### src/rtl/riscv_multicycle_ctrl_if.sv
// riscv_multicycle_ctrl_if: shared memory bus between the control FSM and instruction/data memory
interface riscv_multicycle_ctrl_if;
  logic mem_req;
  logic mem_write;
  logic adr_src;
  logic mem_ready;
  modport master (output mem_req, output mem_write, output adr_src, input mem_ready);
  modport slave (input mem_req, input mem_write, input adr_src, output mem_ready);
endinterface

### src/rtl/riscv_multicycle_ctrl.sv
// riscv_multicycle_ctrl: RV32I multicycle control FSM; define RISCV_MC_PERF_EN to add cycle/instret counters
module riscv_multicycle_ctrl #(
  parameter int RESET_WAIT = 0
) (
  input  logic                          clk,
  input  logic                          rst_n,
  riscv_multicycle_ctrl_if.master       mem,
  input  logic                          zero_i,
  input  logic [6:0]                    op_i,
  input  logic [2:0]                    funct3_i,
  input  logic                          funct7b5_i,
  output logic                          ir_write_o,
  output logic                          pc_write_o,
  output logic                          reg_write_o,
  output logic [1:0]                    result_src_o,
  output logic [1:0]                    alu_src_a_o,
  output logic [1:0]                    alu_src_b_o,
  output logic [1:0]                    imm_src_o,
  output logic [2:0]                    alu_control_o,
  output logic                          illegal_op_o
`ifdef RISCV_MC_PERF_EN
  ,
  output logic [31:0]                   cycle_cnt_o,
  output logic [31:0]                   instret_cnt_o
`endif
);
  typedef enum logic [3:0] {
    S_IDLE, S_FETCH, S_DECODE, S_MEMADR, S_MEMREAD, S_MEMWB,
    S_MEMWRITE, S_EXECR, S_EXECI, S_ALUWB, S_BEQ, S_JAL
  } state_t;
  localparam int CW = RESET_WAIT > 1 ? $clog2(RESET_WAIT) : 1;
  state_t state_q, state_d;
  logic [CW-1:0] idle_cnt_q, idle_cnt_d;
  logic idle_done;
  logic [2:0] alu_dec;
  assign idle_done = (RESET_WAIT <= 1) || (idle_cnt_q == CW'(RESET_WAIT - 1));
  // funct3 decode shared by register and immediate ALU ops; sub only for R-type with bit 30 set
  assign alu_dec = funct3_i == 3'b000 ? ((op_i[5] & funct7b5_i) ? 3'b001 : 3'b000) :
                   funct3_i == 3'b010 ? 3'b101 :
                   funct3_i == 3'b110 ? 3'b011 :
                   funct3_i == 3'b111 ? 3'b010 : 3'b000;
  // next-state sequencing; unknown encodings fall back to fetch
  always_comb begin
    state_d = state_q;
    idle_cnt_d = idle_cnt_q;
    case (state_q)
      S_IDLE: begin
        idle_cnt_d = idle_done ? idle_cnt_q : idle_cnt_q + CW'(1);
        state_d = idle_done ? S_FETCH : S_IDLE;
      end
      S_FETCH:    state_d = mem.mem_ready ? S_DECODE : S_FETCH;
      S_DECODE:   state_d = (op_i == 7'b0000011 || op_i == 7'b0100011) ? S_MEMADR :
                            op_i == 7'b0110011 ? S_EXECR :
                            op_i == 7'b0010011 ? S_EXECI :
                            op_i == 7'b1100011 ? S_BEQ :
                            op_i == 7'b1101111 ? S_JAL : S_FETCH;
      S_MEMADR:   state_d = op_i[5] ? S_MEMWRITE : S_MEMREAD;
      S_MEMREAD:  state_d = mem.mem_ready ? S_MEMWB : S_MEMREAD;
      S_MEMWRITE: state_d = mem.mem_ready ? S_FETCH : S_MEMWRITE;
      S_EXECR:    state_d = S_ALUWB;
      S_EXECI:    state_d = S_ALUWB;
      S_JAL:      state_d = S_ALUWB;
      default:    state_d = S_FETCH;
    endcase
  end
  // state and idle counter; reset forces idle so every enable drops at once
  always_ff @(posedge clk or negedge rst_n) begin
    if (!rst_n) begin
      state_q <= S_IDLE;
      idle_cnt_q <= '0;
    end else begin
      state_q <= state_d;
      idle_cnt_q <= idle_cnt_d;
    end
  end
  // Moore outputs from state, with ready-gated fetch enables and zero-gated branch
  always_comb begin
    mem.mem_req = 1'b0;
    mem.mem_write = 1'b0;
    mem.adr_src = 1'b0;
    ir_write_o = 1'b0;
    pc_write_o = 1'b0;
    reg_write_o = 1'b0;
    result_src_o = 2'b00;
    alu_src_a_o = 2'b00;
    alu_src_b_o = 2'b00;
    imm_src_o = 2'b00;
    alu_control_o = 3'b000;
    illegal_op_o = 1'b0;
    case (state_q)
      S_FETCH: begin
        mem.mem_req = 1'b1;
        ir_write_o = mem.mem_ready;
        pc_write_o = mem.mem_ready;
        alu_src_b_o = 2'b10;
        result_src_o = 2'b10;
      end
      S_DECODE: begin
        alu_src_a_o = 2'b01;
        alu_src_b_o = 2'b01;
        imm_src_o = 2'b10;
        illegal_op_o = !(op_i == 7'b0000011 || op_i == 7'b0100011 || op_i == 7'b0110011 ||
                         op_i == 7'b0010011 || op_i == 7'b1100011 || op_i == 7'b1101111);
      end
      S_MEMADR: begin
        alu_src_a_o = 2'b10;
        alu_src_b_o = 2'b01;
        imm_src_o = op_i[5] ? 2'b01 : 2'b00;
      end
      S_MEMREAD: begin
        mem.mem_req = 1'b1;
        mem.adr_src = 1'b1;
      end
      S_MEMWB: begin
        result_src_o = 2'b01;
        reg_write_o = 1'b1;
      end
      S_MEMWRITE: begin
        mem.mem_req = 1'b1;
        mem.mem_write = 1'b1;
        mem.adr_src = 1'b1;
      end
      S_EXECR: begin
        alu_src_a_o = 2'b10;
        alu_control_o = alu_dec;
      end
      S_EXECI: begin
        alu_src_a_o = 2'b10;
        alu_src_b_o = 2'b01;
        alu_control_o = alu_dec;
      end
      S_ALUWB: reg_write_o = 1'b1;
      S_BEQ: begin
        alu_src_a_o = 2'b10;
        alu_control_o = 3'b001;
        pc_write_o = zero_i;
      end
      S_JAL: begin
        alu_src_a_o = 2'b01;
        alu_src_b_o = 2'b10;
        pc_write_o = 1'b1;
      end
      default: ;
    endcase
  end
`ifdef RISCV_MC_PERF_EN
  logic retire;
  assign retire = state_q == S_MEMWB || state_q == S_ALUWB || state_q == S_BEQ ||
                  (state_q == S_MEMWRITE && mem.mem_ready);
  // free-running performance counters, wrapping naturally at 32 bits
  always_ff @(posedge clk or negedge rst_n) begin
    if (!rst_n) begin
      cycle_cnt_o <= '0;
      instret_cnt_o <= '0;
    end else begin
      cycle_cnt_o <= state_q != S_IDLE ? cycle_cnt_o + 32'd1 : cycle_cnt_o;
      instret_cnt_o <= retire ? instret_cnt_o + 32'd1 : instret_cnt_o;
    end
  end
`endif
endmodule

### src/flat_wrapper.sv
// flat-port wrapper written by rule: the top's interface ports become plain ports
module riscv_multicycle_ctrl_flat 
#(
  parameter int RESET_WAIT = 0
)
  (clk, rst_n, zero_i, op_i, funct3_i, funct7b5_i, ir_write_o, pc_write_o, reg_write_o, result_src_o, alu_src_a_o, alu_src_b_o, imm_src_o, alu_control_o, illegal_op_o, mem_mem_req, mem_mem_write, mem_adr_src, mem_mem_ready);
  riscv_multicycle_ctrl_if mem_i ();
  input  logic clk;
  input  logic rst_n;
  input  logic zero_i;
  input  logic [6:0] op_i;
  input  logic [2:0] funct3_i;
  input  logic funct7b5_i;
  output logic ir_write_o;
  output logic pc_write_o;
  output logic reg_write_o;
  output logic [1:0] result_src_o;
  output logic [1:0] alu_src_a_o;
  output logic [1:0] alu_src_b_o;
  output logic [1:0] imm_src_o;
  output logic [2:0] alu_control_o;
  output logic illegal_op_o;
  output wire logic [$bits(mem_i.mem_req)-1:0] mem_mem_req;
  output wire logic [$bits(mem_i.mem_write)-1:0] mem_mem_write;
  output wire logic [$bits(mem_i.adr_src)-1:0] mem_adr_src;
  input wire logic [$bits(mem_i.mem_ready)-1:0] mem_mem_ready;
  assign mem_mem_req = mem_i.mem_req;
  assign mem_mem_write = mem_i.mem_write;
  assign mem_adr_src = mem_i.adr_src;
  assign mem_i.mem_ready = mem_mem_ready;
  riscv_multicycle_ctrl #(.RESET_WAIT(RESET_WAIT)) u_core (.clk(clk), .rst_n(rst_n), .mem(mem_i), .zero_i(zero_i), .op_i(op_i), .funct3_i(funct3_i), .funct7b5_i(funct7b5_i), .ir_write_o(ir_write_o), .pc_write_o(pc_write_o), .reg_write_o(reg_write_o), .result_src_o(result_src_o), .alu_src_a_o(alu_src_a_o), .alu_src_b_o(alu_src_b_o), .imm_src_o(imm_src_o), .alu_control_o(alu_control_o), .illegal_op_o(illegal_op_o));
endmodule
### config.mk
export PLATFORM = sky130hd
export DESIGN_NAME = riscv_multicycle_ctrl_flat
export DESIGN_NICKNAME = d
export VERILOG_FILES = /design/src/rtl/riscv_multicycle_ctrl_if.sv /design/src/rtl/riscv_multicycle_ctrl.sv /design/src/flat_wrapper.sv
export SDC_FILE = /design/constraint.sdc
export NUM_CORES = 1
export LEC_CHECK = 0
export ABC_AREA = 1
export CAP_MARGIN = 20
export CELL_PAD_IN_SITES_DETAIL_PLACEMENT = 1
export CELL_PAD_IN_SITES_GLOBAL_PLACEMENT = 2
export CORE_ASPECT_RATIO = 0.9
export CORE_MARGIN = 3
export CORE_UTILIZATION = 16
export DETAILED_ROUTE_END_ITERATION = 8
export GPL_TIMING_DRIVEN = 0
export PLACE_DENSITY_LB_ADDON = 0.1
export REMOVE_ABC_BUFFERS = 1
export SYNTH_ARGS = -nofsm -noshare
export SYNTH_HDL_FRONTEND = slang
export SYNTH_SLANG_ARGS = --single-unit
### constraint.sdc
create_clock -name clk -period 1.3 [get_ports clk]
set_clock_uncertainty 0.05 [all_clocks]
set_input_delay 0.26 -clock clk [delete_from_list [all_inputs] [get_ports clk]]
set_output_delay 0.26 -clock clk [all_outputs]
set_load 0.005 [all_outputs]
==> results of run 1 <==
metal layers:
layer / vias to the layer above / routed length, um / part of all wire, %
met2: 20 / 1690 / 55
li1: 471 / - / -
met5: - / 0 / 0
met3: 2 / 111 / 3.6
met1: 449 / 1240 / 41
met4: 0 / 14 / 0.46
cell usage in the layout (no fill, tap or decap), drive strengths merged:
cell | synthesis | routed
buf | 0 | 56
nand2 | 38 | 38
nor2 | 26 | 26
inv | 21 | 21
nand3 | 8 | 8
clkdlybuf4s50 | 0 | 7
clkbuf | 0 | 6
dfrtp | 4 | 4
nand3b | 3 | 3
clkdlybuf4s15 | 0 | 3
nor3 | 2 | 2
dlygate4sd2 | 0 | 2
dlymetal6s2s | 0 | 2
nand4 | 1 | 1
o22ai | 1 | 1
a21oi | 1 | 1
cell type report:
type                    count  share of cell area [%]
clock buffers               3                    2.76
inverters                  21                    6.27
flip-flops and latches      4                    6.94
multi-input cells          80                    38.4
repair buffers             73                    42.1
well taps                  42                    3.51
worst max path at each step:
stage | start | to | cells after the start
2_1_floorplan | u_core.state_q[2] | alu_control_o[2] | 5
3_3_place_gp | op_i[5] | illegal_op_o | 7
3_5_place_dp | op_i[5] | illegal_op_o | 7
4_1_cts | u_core.state_q[0] | alu_control_o[2] | 7
5_1_grt | u_core.state_q[0] | alu_control_o[0] | 9
6_report | u_core.state_q[1] | pc_write_o | 6
kinds of logic (layout without fill, tap and decap cells):
kind of cell           Yosys count  in the layout  synth area share (%)
AO/OA/AOI/OAI                    2              2                  2.02
flip-flops                       4              4                  18.0
buffers and inverters           21             97                  14.2
AND/OR/NAND/NOR                 78             78                  65.8
power by group through the flow:
stage | Combinational [W] | Clock, W | Sequential, W
final | 0.00268 | 0.000251 | 0.000270
after global routing | 0.00287 | 0.000272 | 0.000275
after CTS | 0.00216 | 0.000262 | 0.000254
after detailed placement | 0.00122 | 0 | 0.000259
after global placement | 0.00123 | 0 | 0.000258
after floorplan | 0.000618 | 0 | 0.000245
repair_timing:
| action | in CTS | in global routing |
|---|---|---|
| pin swaps | 14 | 26 |
| endpoints found under the setup margin | 18 | 22 |
| buffers inserted | 34 | 9 |
| resized for setup | 109 | 52 |
through the flow:
stage	setup TNS (ns)	cells	hold slack, ns
final	-5.80	223	0.198
after global routing	-7.09	223	0.204
after CTS	-5.73	216	0.197
after detailed placement	-9.25	179	0.420
after global placement	-9.25	179	0.420
after floorplan	0	105	-0.0856
==> flow_metrics.env, run 1 <==
export IMPL_status="complete, but fails checks"
export IMPL_violations="setup timing"
export IMPL_grt_pass1_vias=962
export IMPL_reg2reg_to="u_core.state_q[0]"
export IMPL_antenna_found_initial=0
export IMPL_die_y_um=62.0
export IMPL_cts_tree="built"
export IMPL_dp_final_hpwl_um=1650
export IMPL_dr_pass1_iters=2
export IMPL_die_w_um=68.2
export IMPL_syn2layout_area_growth_pct=169
export IMPL_fin_ws_ns=-0.359
export IMPL_cpPeakStageDelay_ns=0.45
export IMPL_antenna_cells=0
export IMPL_setup_worst_path_end_class="output pin"
export IMPL_grt_use_total_pct=14.6
export IMPL_seq_area_frac_synth_pct=18.0
export IMPL_crit_family="flip-flops"
export IMPL_grt_overflow_total=0
export IMPL_rr_worst_depth=9
export IMPL_regMostFlops="u_core.state_q"
export IMPL_path_cells="buf_6 > nor2_4 > nand3_2 > buf_6 > nand3_2 > buf_2"
export IMPL_grtUsageMet3_pct=2.52
export IMPL_num_vias=942
export IMPL_rsz0062_at_grt="true"
export IMPL_dieArea_sq_mm=0.00422
export IMPL_slew_headroom_pct=78.1
export IMPL_placed_area_sq_um=930
export IMPL_drv_cap=0
export IMPL_grt_busiest_layer="met2"
export IMPL_drt_wirelength_per_cell_um=13.7
export IMPL_worstMarginPinSlew_ns=0.326
export IMPL_p_per_area_mw_per_mm2=2140
export IMPL_synth_top_area_cell="nand2_1"
export IMPL_h_tree_depth=1
export IMPL_synthTopCellsByCount="35 x nand2_1, 18 x inv_1, 18 x nor2_1"
export IMPL_route_detailed_drc=0
export IMPL_syn_avg_cell_area_sq_um=5.30
export IMPL_synth_async_reset_ratio_pct=100
export IMPL_coreArea_sq_mm=0.00319
export IMPL_hold_violations=0
export IMPL_cts_buffer_depth=2
export IMPL_crit_required_ns=0.99
export IMPL_cp_start_kind="register"
export IMPL_synth_main_ff_cell="dfrtp_1"
export IMPL_cts_reportedPaths_clkPinSlew_ns=0.03
export IMPL_nFillCells=401
export IMPL_utilization_pct=47.0
export IMPL_worstPathMaxFanout=3
export IMPL_ir_worst_vdd_mv=0.890
export IMPL_worstHoldPathType="primary input to async pin"
export IMPL_worstSkewPairLatency_ns=0.21
export IMPL_p_clk_share_pct=7.8
export IMPL_multi_input_area_sq_um=574
export IMPL_reg_largest_list="u_core.state_q (4)"
export IMPL_synth_top_area_share_pct=23.6
export IMPL_port_buffers=32
export IMPL_place_ws_ns=-0.778
export IMPL_grt_max_degree=8
export IMPL_fp_row_count=19
export IMPL_finalNetCount=198
export IMPL_finalPower_w=0.00320
export IMPL_final_antenna_net_count=0
export IMPL_slew_violations=0
export IMPL_synth_edf_count=0
export IMPL_largest_reg_flops=4
export IMPL_setup_violations=22
export IMPL_cts_made_buffers=3
export IMPL_grt_pass1_wl_um=4550
export IMPL_leakage_nw=0.799
export IMPL_ctsRootBufferMaster="clkbuf_8"
export IMPL_hold_buffers=0
export IMPL_fin_area_sq_mm=0.00150
export IMPL_seqPwrFrac_pct=8.4
export IMPL_comb_power_share_pct=83.7
export IMPL_period_needed_ns=1.66
export IMPL_cts_sinks=4
export IMPL_p_sw_w=0.00143
export IMPL_syn_cell_area_sq_um=557
export IMPL_worstReg2RegStart="u_core.state_q[1]"
export IMPL_io_pins=33
export IMPL_layout_worst_path_cycle_share_pct=128
export IMPL_swShare_pct=44.7
export IMPL_synth_area_leaders="nand2_1 24%, dfrtp_1 18%, inv_1 12%"
export IMPL_grtUsageMet2_pct=26.5
export IMPL_floorplan_initialDensity_pct=17.5
export IMPL_fmax_ghz=0.603
export IMPL_synth_distinct_cells=15
export IMPL_place_congestion=0.769
export IMPL_synth_warnings=0
export IMPL_slowest_stage="dfrtp_2"
export IMPL_drive_above_1_share_pct=61.3
export IMPL_wirelength_um=3060
export IMPL_syn_inst=105
export IMPL_seq_area_sq_um=104
export IMPL_worst_setup_path_type="register to output pin"
export IMPL_synth_most_common_cell="nand2_1"
export IMPL_r2r_slack_ns=-0.11
export IMPL_crit_buf_inv=3
export IMPL_use_met1_pct=17.6
export IMPL_crit_arrival_ns=1.35
export IMPL_ys_ff_latch=4
export IMPL_intPower_w=0.00177
export IMPL_drt_iter0_drc=19
export IMPL_vias_per_cell=4.22
No activity file was read; power rests on OpenSTA's default activity.
==> inputs of run 2 (changes only) <==
ABC_AREA = unset   (was 1)
CORE_UTILIZATION = 19   (was 16)
==> flow_metrics.env, run 2 <==
export IMPL_status="complete, but fails checks"
export IMPL_violations="setup timing"
export IMPL_hold_violations=0
export IMPL_worstSkewPairLatency_ns=0.24
export IMPL_cts_sinks=4
export IMPL_grt_pass1_wl_um=4000
export IMPL_grt_max_degree=11
export IMPL_layout_common_cells="21 x buf_4, 14 x buf_2, 9 x buf_6, 8 x dlygate4sd2_1, 6 x clkdlybuf4s50_1"
export IMPL_ir_worst_vdd_mv=0.729
export IMPL_fin_area_sq_mm=0.00138
export IMPL_cp_start_kind="register"
export IMPL_syn2layout_area_growth_pct=138
export IMPL_regMostFlops="u_core.state_q"
export IMPL_coreArea_sq_mm=0.00284
export IMPL_syn_inst=76
export IMPL_num_vias=850
export IMPL_synth_main_ff_cell="dfrtp_1"
export IMPL_synth_warnings=0
export IMPL_synth_async_reset_ratio_pct=100
export IMPL_syn_avg_cell_area_sq_um=7.64
export IMPL_antenna_found_initial=0
export IMPL_vias_per_cell=4.72
export IMPL_layout_worst_path_cycle_share_pct=142
export IMPL_drt_wirelength_per_cell_um=15.6
export IMPL_utilization_pct=48.7
export IMPL_fmax_ghz=0.543
export IMPL_cts_made_buffers=3
export IMPL_seq_area_frac_synth_pct=17.2
export IMPL_whs_ns=0.163
export IMPL_grt_use_total_pct=13.4
export IMPL_io_pins=33
export IMPL_dp_final_hpwl_um=1550
export IMPL_hold_buffers=0
export IMPL_synthTopCellsByCount="8 x nor2_1, 5 x a21oi_1, 5 x nand2_1"
export IMPL_grt_overflow_total=0
export IMPL_largest_reg_flops=4
export IMPL_synth_most_common_cell="nor2_1"
export IMPL_synth_top_area_share_pct=17.2
export IMPL_syn_cell_area_sq_um=581
export IMPL_die_y_um=58.4
export IMPL_cts_tree="built"
export IMPL_setup_worst_path_end_class="output pin"
export IMPL_drv_cap=0
export IMPL_slew_headroom_pct=83.5
export IMPL_drive_above_1_share_pct=62.9
export IMPL_worst_setup_path_type="register to output pin"
export IMPL_fp_row_count=18
export IMPL_dr_pass1_iters=2
export IMPL_fin_ws_ns=-0.542
export IMPL_ys_ff_latch=4
export IMPL_rsz0062_at_grt="true"
export IMPL_floorplan_initialDensity_pct=20.5
export IMPL_final_common_cell="buf_4"
export IMPL_cts_reportedPaths_clkPinSlew_ns=0.04
export IMPL_worstHoldPathType="primary input to async pin"
export IMPL_grt_pass1_vias=867
export IMPL_ctsRootBufferMaster="clkbuf_4"
export IMPL_place_ws_ns=-1.13
export IMPL_synth_area_leaders="dfrtp_1 17%, nor2_1 5.2%, and3b_1 4.5%"
export IMPL_crit_required_ns=0.99
export IMPL_dieArea_sq_mm=0.00376
export IMPL_synth_distinct_cells=38
export IMPL_route_detailed_drc=0
export IMPL_crit_arrival_ns=1.53
export IMPL_reg_largest_list="u_core.state_q (4)"
export IMPL_tns_ns=-8.95
export IMPL_setup_violations=22
export IMPL_synth_top_area_cell="dfrtp_1"
export IMPL_antenna_cells=0
export IMPL_slew_violations=0
export IMPL_place_congestion=0.689
export IMPL_finalNetCount=157
export IMPL_leakage_nw=0.630
export IMPL_h_tree_depth=1
export IMPL_drt_iter0_drc=43
export IMPL_cts_buffer_depth=2
export IMPL_placed_area_sq_um=921
export IMPL_die_w_um=64.3
export IMPL_p_per_area_mw_per_mm2=1860
export IMPL_final_antenna_net_count=0
export IMPL_synth_edf_count=0
export IMPL_worstMarginPinSlew_ns=0.248
export IMPL_period_needed_ns=1.84
export IMPL_worstPathMaxFanout=6
export IMPL_port_buffers=32
export IMPL_wirelength_um=2800
## run 2: changes by cell type in the layout (fill, tap and decap cells not counted), sizes merged, moves of 3 or more
cell         before  now
dlygate4sd2       2    8
inv              21    4
a21oi             1    5
and3b             0    3
nor2             26    8
buf              56   47
nand3b            3    0
nand3             8    1
and3              0    3
nand2            38    5
nand2b            0    4
## run 2: metrics by stage
step,std cells,total power (W)
after floorplan,71,0.000832
after global placement,143,0.00141
after detailed placement,143,0.00141
after CTS,168,0.00203
after global routing,180,0.00275
final,180,0.00257
## run 2: worst paths after layout
check	from	cells past startpoint	to	slack, ns
setup / recovery	u_core.state_q[3]	6	alu_control_o[2]	-0.54
hold / removal	rst_n	1	u_core.state_q[2]	0.16
setup reg to reg	u_core.state_q[1]	7	u_core.state_q[1]	-0.33
hold reg to reg	u_core.state_q[3]	2	u_core.state_q[2]	0.62
max in group asynchronous	rst_n	1	u_core.state_q[0]	0.85
min in group clk	op_i[6]	3	u_core.state_q[3]	0.46
## run 2: worst max-delay path, stage by stage, from the launching register on
cell	delay, ns
dfrtp_2	0.43
buf_12	0.14
and4b_1	0.27
buf_4	0.13
o21ai_2	0.06
nor3_1	0.12
buf_2	0.14
## run 2: timing repair
item,4_1_cts,5_1_grt
setup endpoints to repair,22,22
cloned,0,1
gates resized for setup,100,26
setup buffers,22,11
pin swaps,18,14
## run 2: per-layer routing
layer	up-vias	global-route usage (%)	part of all wire, %
li1	418	-	-
met1	416	16.1	44
met2	13	25.0	53
met3	3	1.53	1.9
met4	0	4.52	0.89
met5	-	0	0
## run 2: layout make-up
| cell class | instances | area (sq um) |
|---|---|---|
| well taps | 40 | 50.0 |
| repair buffers | 66 | 579 |
| flip-flops and latches | 4 | 108 |
| multi-input cells | 63 | 607 |
| fillers | 351 | 1460 |
| clock buffers | 3 | 22.5 |
| inverters | 4 | 15.0 |
## run 2: report_power, final
group	leakage, nW	switching [W]	total [W]	internal [W]
Clock	0.0138	0.0000575	0.000161	0.000104
Combinational	0.570	0.000878	0.00212	0.00124
Sequential	0.0459	0.000103	0.000291	0.000188
## run 2: cell families (layout without fill, tap and decap cells)
family                 Yosys count  in the layout  synth area share (%)
AND/OR/NAND/NOR                 40             40                  44.6
XOR/XNOR                         3              3                  4.53
buffers and inverters            9             73                  7.76
AO/OA/AOI/OAI                   18             18                  22.4
multiplexers                     2              2                  3.45
flip-flops                       4              4                  17.2
